File: src/rtl/demux_pkg.sv
// Shared types for the demux feeder: symbol width, lane encoding and the
// lane-toggle helper. The demultiplexer uses the same lane mapping.
package demux_pkg;

    localparam int SYM_W = 2;

    typedef logic [SYM_W-1:0] sym_t;

    // Select 0 routes to lane B, Select 1 routes to lane C.
    typedef enum logic {
        LANE_B = 1'b0,
        LANE_C = 1'b1
    } lane_t;

    // Lane the dispatcher moves to once a burst completes.
    function automatic lane_t next_lane(input lane_t cur);
        return (cur == LANE_B) ? LANE_C : LANE_B;
    endfunction

endpackage

File: src/rtl/demux_if.sv
// Handshake bundle between the symbol source, the dispatcher and the two
// demux lanes. The slave modport is the dispatcher's view.
interface demux_if #(
    parameter int DEPTH = 4
);
    import demux_pkg::*;

    localparam int CNT_W = $clog2(DEPTH) + 1;

    logic             flush;
    sym_t             in_data;
    logic             in_valid;
    logic             in_ready;
    sym_t             out_data;
    logic             out_sel;
    logic             out_valid_b;
    logic             out_valid_c;
    logic             ready_b;
    logic             ready_c;
    logic [CNT_W-1:0] fifo_count;

    modport master (
        output flush, in_data, in_valid, ready_b, ready_c,
        input  in_ready, out_data, out_sel, out_valid_b, out_valid_c, fifo_count
    );

    modport slave (
        input  flush, in_data, in_valid, ready_b, ready_c,
        output in_ready, out_data, out_sel, out_valid_b, out_valid_c, fifo_count
    );

endinterface

File: src/rtl/demux_dispatch_fifo.sv
// Small synchronous symbol FIFO. Occupancy is kept as an explicit counter so
// full/empty never depend on pointer comparison. srst clears pointers and
// count and overrides any push or pop in the same cycle.
module sym_fifo
    import demux_pkg::*;
#(
    parameter int DEPTH = 4,
    localparam int PTR_W = $clog2(DEPTH),
    localparam int CNT_W = PTR_W + 1
) (
    input  logic             clk,
    input  logic             rst_n,
    input  logic             srst,
    input  logic             push,
    input  logic             pop,
    input  sym_t             wr_data,
    output sym_t             head,
    output logic [CNT_W-1:0] count,
    output logic             full,
    output logic             empty
);

    sym_t             mem_r [DEPTH];
    logic [PTR_W-1:0] wr_ptr_r;
    logic [PTR_W-1:0] rd_ptr_r;
    logic [CNT_W-1:0] count_r;
    logic             do_push_s;
    logic             do_pop_s;

    assign full      = (count_r == CNT_W'(DEPTH));
    assign empty     = (count_r == CNT_W'(0));
    assign count     = count_r;
    assign do_push_s = push && !full;
    assign do_pop_s  = pop && !empty;

    // Head of queue; idle-low when nothing is buffered.
    always_comb begin
        head = SYM_W'(0);
        if (!empty) begin
            head = mem_r[rd_ptr_r];
        end else begin
            head = SYM_W'(0);
        end
    end

    // Pointer and occupancy bookkeeping; pointers wrap modulo DEPTH.
    always_ff @(posedge clk or negedge rst_n) begin
        if (!rst_n) begin
            wr_ptr_r <= PTR_W'(0);
            rd_ptr_r <= PTR_W'(0);
            count_r  <= CNT_W'(0);
        end else if (srst) begin
            wr_ptr_r <= PTR_W'(0);
            rd_ptr_r <= PTR_W'(0);
            count_r  <= CNT_W'(0);
        end else begin
            if (do_push_s) begin
                wr_ptr_r <= wr_ptr_r + PTR_W'(1);
            end
            if (do_pop_s) begin
                rd_ptr_r <= rd_ptr_r + PTR_W'(1);
            end
            case ({do_push_s, do_pop_s})
                2'b10:   count_r <= count_r + CNT_W'(1);
                2'b01:   count_r <= count_r - CNT_W'(1);
                default: count_r <= count_r;
            endcase
        end
    end

    // Symbol storage; written only on an accepted push.
    always_ff @(posedge clk or negedge rst_n) begin
        if (!rst_n) begin
            for (int i = 0; i < DEPTH; i++) begin
                mem_r[i] <= SYM_W'(0);
            end
        end else if (!srst && do_push_s) begin
            mem_r[wr_ptr_r] <= wr_data;
        end
    end

endmodule

File: src/rtl/demux_dispatch.sv
// Upstream feeder for the 2-lane demux. Buffers incoming symbols and hands
// them out alternately to lane B and lane C in bursts of BURST symbols.
// A stalled lane holds the whole stream; lanes are never skipped.
module demux_dispatch
    import demux_pkg::*;
#(
    parameter int DEPTH = 4,
    parameter int BURST = 1
) (
    input  logic    clk,
    input  logic    rst_n,
    demux_if.slave  bus
);

    localparam int CNT_W = $clog2(DEPTH) + 1;
    localparam int BC_W  = (BURST > 1) ? $clog2(BURST) : 1;
    localparam logic [BC_W-1:0] BURST_LAST = BC_W'(BURST - 1);

    lane_t            lane_r;
    logic [BC_W-1:0]  burst_r;
    sym_t             head_s;
    logic [CNT_W-1:0] count_s;
    logic             full_s;
    logic             empty_s;
    logic             in_ready_s;
    logic             push_s;
    logic             pop_s;
    logic             valid_b_s;
    logic             valid_c_s;

    sym_fifo #(
        .DEPTH (DEPTH)
    ) u_fifo (
        .clk     (clk),
        .rst_n   (rst_n),
        .srst    (bus.flush),
        .push    (push_s),
        .pop     (pop_s),
        .wr_data (bus.in_data),
        .head    (head_s),
        .count   (count_s),
        .full    (full_s),
        .empty   (empty_s)
    );

    // Handshake glue: no write-through when full, nothing accepted during flush or reset.
    always_comb begin
        in_ready_s = !full_s && !bus.flush && rst_n;
        push_s     = bus.in_valid && in_ready_s;
        valid_b_s  = !empty_s && (lane_r == LANE_B);
        valid_c_s  = !empty_s && (lane_r == LANE_C);
        pop_s      = (valid_b_s && bus.ready_b) || (valid_c_s && bus.ready_c);
    end

    // Lane FSM with burst counter; the lane only advances on a pop that closes a burst.
    always_ff @(posedge clk or negedge rst_n) begin
        if (!rst_n) begin
            lane_r  <= LANE_B;
            burst_r <= BC_W'(0);
        end else if (bus.flush) begin
            lane_r  <= LANE_B;
            burst_r <= BC_W'(0);
        end else if (pop_s) begin
            if (burst_r == BURST_LAST) begin
                burst_r <= BC_W'(0);
                lane_r  <= next_lane(lane_r);
            end else begin
                burst_r <= burst_r + BC_W'(1);
                lane_r  <= lane_r;
            end
        end else begin
            lane_r  <= lane_r;
            burst_r <= burst_r;
        end
    end

    assign bus.in_ready    = in_ready_s;
    assign bus.out_data    = head_s;
    assign bus.out_sel     = lane_r;
    assign bus.out_valid_b = valid_b_s;
    assign bus.out_valid_c = valid_c_s;
    assign bus.fifo_count  = count_s;

endmodule

File: src/flat_wrapper.sv
// flat-port wrapper written by rule: the top's interface ports become plain ports
module demux_dispatch_flat import demux_pkg::*;
#(
    parameter int DEPTH = 4,
    parameter int BURST = 1
)
  (clk, rst_n, bus_flush, bus_in_data, bus_in_valid, bus_ready_b, bus_ready_c, bus_in_ready, bus_out_data, bus_out_sel, bus_out_valid_b, bus_out_valid_c, bus_fifo_count);
  demux_if #(.DEPTH(DEPTH)) bus_i ();
  input  logic clk;
  input  logic rst_n;
  input wire logic [$bits(bus_i.flush)-1:0] bus_flush;
  input wire logic [$bits(bus_i.in_data)-1:0] bus_in_data;
  input wire logic [$bits(bus_i.in_valid)-1:0] bus_in_valid;
  input wire logic [$bits(bus_i.ready_b)-1:0] bus_ready_b;
  input wire logic [$bits(bus_i.ready_c)-1:0] bus_ready_c;
  output wire logic [$bits(bus_i.in_ready)-1:0] bus_in_ready;
  output wire logic [$bits(bus_i.out_data)-1:0] bus_out_data;
  output wire logic [$bits(bus_i.out_sel)-1:0] bus_out_sel;
  output wire logic [$bits(bus_i.out_valid_b)-1:0] bus_out_valid_b;
  output wire logic [$bits(bus_i.out_valid_c)-1:0] bus_out_valid_c;
  output wire logic [$bits(bus_i.fifo_count)-1:0] bus_fifo_count;
  assign bus_i.flush = bus_flush;
  assign bus_i.in_data = bus_in_data;
  assign bus_i.in_valid = bus_in_valid;
  assign bus_i.ready_b = bus_ready_b;
  assign bus_i.ready_c = bus_ready_c;
  assign bus_in_ready = bus_i.in_ready;
  assign bus_out_data = bus_i.out_data;
  assign bus_out_sel = bus_i.out_sel;
  assign bus_out_valid_b = bus_i.out_valid_b;
  assign bus_out_valid_c = bus_i.out_valid_c;
  assign bus_fifo_count = bus_i.fifo_count;
  demux_dispatch #(.DEPTH(DEPTH), .BURST(BURST)) u_core (.clk(clk), .rst_n(rst_n), .bus(bus_i));
endmodule
File: config.mk
export PLATFORM = sky130hd
export DESIGN_NAME = demux_dispatch_flat
export DESIGN_NICKNAME = d
export VERILOG_FILES = /design/src/rtl/demux_pkg.sv /design/src/rtl/demux_if.sv /design/src/rtl/demux_dispatch_fifo.sv /design/src/rtl/demux_dispatch.sv /design/src/flat_wrapper.sv
export SDC_FILE = /design/constraint.sdc
export NUM_CORES = 1
export LEC_CHECK = 0
export CORE_MARGIN = 10
export CORE_UTILIZATION = 45
export CTS_BUF_LIST = sky130_fd_sc_hd__clkbuf_16
export CTS_CLUSTER_DIAMETER = 100
export DETAILED_ROUTE_END_ITERATION = 8
export GPL_TIMING_DRIVEN = 0
export PLACE_DENSITY = 0.67
export SYNTH_ARGS = -nofsm -noshare
export SYNTH_HDL_FRONTEND = slang
export SYNTH_SLANG_ARGS = --single-unit
File: constraint.sdc
create_clock -name clk -period 2.5 [get_ports clk]
set_input_delay 0.5 -clock clk [delete_from_list [all_inputs] [get_ports clk]]
set_output_delay 0.5 -clock clk [all_outputs]
set_load 0.01 [all_outputs]
* Yosys cells after proc, flatten, opt, wreduce, memory -nomap -nowiden *
Cells that the tools add are included.

word-level totals
  bits of input ports = 8
  word-level logic and storage cells = 65
  register bits after elaboration = 17
  output and inout port bits = 9

cells by class
  $lt $le $gt $ge = 3
  $add $sub $neg = 5
  muxes and demuxes = 20
  bitwise operators = 3
  reduce and logical (&&, ||, !) cells = 21
  equality and inequality tests = 4

operator list
  cell                                                         number
  2-to-1 mux 2 bit                                             8
  logical AND 1 bit                                            11
  bitwise mux 8 bit                                            1
  2-to-1 mux 1 bit                                             7
  greater-or-equal comparator 3 bit (second input constant)    2
  inverter 2 -> 3 bit                                          2
  case mux 3 bit (2 select lines)                              1
  nonzero test 2 bit                                           3
  adder 2 x 1 -> 2 bit (second input constant)                 2
  binary-select mux 2 bit (select 2 bit)                       1
  demux 2 bit (select 2 bit)                                   1
  adder 3 x 1 -> 3 bit (second input constant)                 1
  equality test 3 bit (second input constant)                  1
  logical NOT 1 bit                                            3
  logical NOT 3 bit                                            1
  less-than comparator 3 x 1 -> 1 bit (second input constant)  1
  2-to-1 mux 3 bit                                             1
  nonzero test 3 bit                                           1
  subtractor 3 x 1 -> 3 bit (second input constant)            1
  equality test 2 x 1 -> 1 bit (second input constant)         1
  equality test 2 bit (second input constant)                  1
  != test 2 bit (second input constant)                        1
  AND reduction 2 bit                                          1
  adder 1 bit (second input constant)                          1
  other kinds (2)                                              2

* Longest topological paths before layout *
  depth in word-level cells = 9
  mapped depth = 9
  depth with buffers taken out = 8

* Hierarchy *
A second synthesis with hierarchy kept.

unflattened totals
  cell total of the unflattened synthesis = 98
  area total of the unflattened synthesis = 1104.8 µm²

by module, submodules not included
  module          times used  area each (µm²)  cells each  seq. area each (µm²)
  sym_fifo        1           1008.5           87          375.4
  demux_dispatch  1           96.3             11          25.0

* Worst setup path before layout *
OpenSTA, ideal clock, no wires.

  kind = input to register
  start point = input port bus_flush
  end point = register u_core.u_fifo.count_r[2], in the netlist u_core.u_fifo.count[2]
  buffers on the path = 1
  stages = 7
  setup time = 0.104 ns
  required time = 2.396 ns
  setup slack = 0.541 ns
  arrival time = 1.855 ns
  path through = nand3b_1 nor2_4 buf_6 nor3_4 fa_1 or2b_1 o311ai_1

between the ends
  word-level cells in the longest chain between the ends = 8
  elaborated cells on any way between the ends = 10
  those cells by class = eq/ne: 2; mux: 2; reduce/logical: 6

RTL lines
  item                                                                        RTL line                   RTL
  start, declared                                                             flat_wrapper.sv:11         input wire logic [$bits(bus_i.flush)-1:0] bus_flush;
  logical NOT 1 bit                                                           demux_dispatch.sv:48       in_ready_s = !full_s && !bus.flush && rst_n;
  logical AND 1 bit (2 in a row)                                              demux_dispatch.sv:48
  logical AND 1 bit                                                           demux_dispatch.sv:49       push_s = bus.in_valid && in_ready_s;
  logical AND 1 bit                                                           demux_dispatch_fifo.sv:33  assign do_push_s = push && !full;
  equality test 2 x 1 -> 1 bit / equality test 2 bit (equally long branches)  demux_dispatch_fifo.sv:63  case ({do_push_s, do_pop_s})
  case mux 3 bit (2 select lines)                                             demux_dispatch_fifo.sv:63
  2-to-1 mux 3 bit                                                            demux_dispatch_fifo.sv:52  end else if (srst) begin
  end signal, assigned                                                        demux_dispatch_fifo.sv:64  2'b10: count_r <= count_r + CNT_W'(1);
  end signal, assigned                                                        demux_dispatch_fifo.sv:65  2'b01: count_r <= count_r - CNT_W'(1);
  end signal, assigned                                                        demux_dispatch_fifo.sv:66  default: count_r <= count_r;
  end, declared                                                               demux_dispatch_fifo.sv:26  logic [CNT_W-1:0] count_r;

Parallel ways exist; a longest one is shown, timed or not.
A chain may end at the register's enable or synchronous reset.

* Worst setup path in the final report *
  start point = register u_core.u_fifo.count_r[0], in the netlist u_core.u_fifo.count[0]
  end point = output port bus_out_valid_c

between the ends
  word-level cells in the longest chain between the ends = 3

RTL lines
  item               RTL line                   RTL
  logical NOT 3 bit  demux_dispatch_fifo.sv:31  assign empty = (count_r == CNT_W'(0));
  logical NOT 1 bit  demux_dispatch.sv:51       valid_c_s = !empty_s && (lane_r == LANE_C);
  logical AND 1 bit  demux_dispatch.sv:51
  end, declared      flat_wrapper.sv:20         output wire logic [$bits(bus_i.out_valid_c)-1:0] bus_out_valid_c;

No other way between the ends.

==> qor.yml <==
outcome: "completed"
clock_latency_ns: 0.24
required_ns: 2.00
tns_ns: 0
cts_tree: "done"
netlist_area_um2: 981
htreeDepth: 1
crit_path_max_incr_delay_ns: 0.48
post-route-drc-count: 0
vdd_drop_max_uv: 483
vias: 650
clockBufferDepth: 2
r2r_slack_ns: 0.49
pre_cts_ws_ns: -0.717
layout.nets: 117
grt_usage_pct: 9.34
clkSlewWorstSetupHoldPaths_ns: 0.05
layout_setup_ws_ns: 0.154
fp.coreArea_um2: 2020
p_leak_uw: 0.000546
grt_pass1_wl_mm: 3.28
die_width_um: 66.7
wl_mm: 1.90
grt_use_met3_pct: 3.85
path_max_fanout: 7
clock_skew_ns: 0.00181
synthesis.nets: 95
relSlewSlack_pct: 67.6
fin_cells: 129
final_hold_viol_count: 0
drive_above_1_share_pct: 26.5
crit_path_top_delay_cell: "dfrtp_1"
grt-busiest-layer: "met2"
io_pins: 17
fp.dieH_um: 66.7
die_area_um2: 4450
drtAntennaViolNets: 0
grt_max_degree: 19
wl_per_cell_um: 14.7
clock.fmax_mhz: 426
synth_warnings: 0
slew_violations: 0
post-route-period-util_pct: 93.9
avgSynthCellArea_um2: 12.0
startpoint: "u_core.u_fifo.count[0]"
dp.cells: 125
yosysUniqueCellTypes: 34
crit_path_end: "bus_out_valid_c"
cts_buffers: 3
synthCells: 82
worstSetupStartpointType: "flop"
port_buffers: 16
root_buffer: "clkbuf_16"
power_uw: 1330
worstPathCellList: "or3_4, and2_2, clkdlybuf4s50_1"
grt_overflow_total: 0
start_util_pct: 48.5
dr.pass1.iters: 2
cellPowerDensity_nw_per_um2: 1060
reg2reg_to: "u_core.u_fifo.count[2]"
drtIter0Drc: 17
use_met1_pct: 11.1
antenna_found_initial: 0
crit_arrival_ns: 1.85
gp_congestion: 0.714
vias_per_cell: 5.04
syn_to_final_growth_pct: 28.7
setup_violations: 0
use_met2_pct: 15.2
timing.final.crit_period_ns: 2.35
diodes: 0
place_hpwl_mm: 1.42
worst_pin_slew_ns: 0.473
grt_setup_unrepaired: "no"
hold_path.class: "input pin to asynchronous set/reset pin"
reg2reg_depth: 5
ys_seq_elements: 16
r2r_start: "u_core.u_fifo.count[0]"
ys_seq_area_share_pct: 40.8
end_kind: "primary output"
cts.sinks: 16
drv_cap: 0
rows: 16
critPathKind: "flop to primary output"
grt_pass1_vias: 716
-- layer usage --
layer / wire length (um) / part of all wire [%] / vias up
li1: - / - / 326
met1: 866 / 46 / 310
met2: 877 / 46 / 11
met3: 135 / 7.1 / 3
met4: 16 / 0.84 / 0
met5: 0 / 0 / -
-- registers in the layout, indices dropped and copies added, names as in the netlist --
name                    cells
u_core.u_fifo.wr_ptr_r      2
u_core.bus.out_sel          1
u_core.u_fifo.mem_r         8
u_core.u_fifo.rd_ptr_r      2
u_core.u_fifo.count         3
-- cell usage in the layout, fill, tap and decap left out, types with 2 or more instances in the layout --
master | netlist | final
and2_1 | 2 | 2
clkbuf_16 | 0 | 3
clkdlybuf4s50_1 | 0 | 13
dfrtp_1 | 16 | 16
ha_1 | 4 | 4
inv_1 | 2 | 2
mux2_2 | 9 | 9
mux2i_1 | 3 | 3
mux4_2 | 2 | 2
nand2_1 | 7 | 7
nand2b_1 | 2 | 2
nand3b_1 | 2 | 2
nor2_1 | 6 | 6
nor2_4 | 2 | 2
nor3_1 | 2 | 2
nor3b_1 | 3 | 3
-- kinds of logic after synthesis --
logic type               count (synthesis)  share of synthesized area (%)
buffers and inverters                    4                           2.30
XOR/XNOR                                 3                           3.44
adder cells (fa/ha/maj)                  5                           7.14
flip-flops                              16                           40.8
AO/OA/AOI/OAI                            5                           3.70
multiplexers                            15                           19.5
AND/OR/NAND/NOR                         34                           23.1
-- worst min path at each step --
stage	depth (start not counted)	slack, ns	end	from
5_1_grt	1	0.31	u_core.u_fifo.mem_r[2]	rst_n
6_report	1	0.28	u_core.u_fifo.mem_r[2]	rst_n
2_1_floorplan	0	0.20	u_core.bus.out_sel	rst_n
4_1_cts	1	0.31	u_core.u_fifo.mem_r[2]	rst_n
3_5_place_dp	1	0.49	u_core.u_fifo.mem_r[1]	u_core.u_fifo.mem_r[1]
3_3_place_gp	1	0.48	u_core.u_fifo.mem_r[5]	u_core.u_fifo.mem_r[5]
-- layout make-up --
type                    count  area, um^2
flip-flops and latches     16         400
repair buffers             17         169
well taps                  27        33.8
clock buffers               3        75.1
plain buffers               2        18.8
fillers                   174         759
inverters                   2        7.51
multi-input cells          62         558
-- worst max-delay path, delay by kind of cell, from the launching register on --
family | cells | cell delay, ns
simple gates | 2 | 0.64
flops | 1 | 0.48
buf+inv | 1 | 0.48
-- power by group --
group | switching (uW) | internal [uW]
Combinational | 250 | 350
Clock | 93.2 | 209
Sequential | 95.4 | 337
Total | 438 | 896
-- per-stage QoR --
step	util, %	instance area, um^2	hold WS [ns]
after floorplan	-	981	0.204
after global placement	58.1	1170	0.484
after detailed placement	58.1	1170	0.491
after CTS	62.0	1250	0.306
after global routing	62.4	1260	0.312
final	62.4	1260	0.282
-- timing repair --
item | in CTS | in global routing
resized for setup | 6 | 2
hold buffers | 0 | 0
endpoints found under the setup margin | 3 | 1
pin swaps | 0 | 1
buffers inserted | 0 | 1
hold endpoints to repair | 0 | 0
-- synth_stat cells, drive strengths merged --
cell / instances / area, um^2
ha: 4 / 50.1
xnor2: 2 / 25.0
nor2: 8 / 45.0
nor3: 4 / 36.3
mux4: 2 / 45.0
o31ai: 1 / 7.51
and2: 3 / 20.0
nor3b: 4 / 41.3
buf: 1 / 11.3
or3: 1 / 11.3
fa: 1 / 20.0
xor2: 1 / 8.76
nor2b: 1 / 6.26
inv: 2 / 7.51
dfrtp: 16 / 400
o311ai: 1 / 8.76
clkbuf: 1 / 3.75
a21oi: 1 / 5.00
nand3: 1 / 5.00
nand3b: 2 / 15.0
mux2i: 3 / 30.0
a211oi: 1 / 7.51
nand2: 7 / 26.3
a21o: 1 / 7.51
mux2: 10 / 116
or2b: 1 / 7.51
nand2b: 2 / 12.5
(Power assumes the default switching activity.)
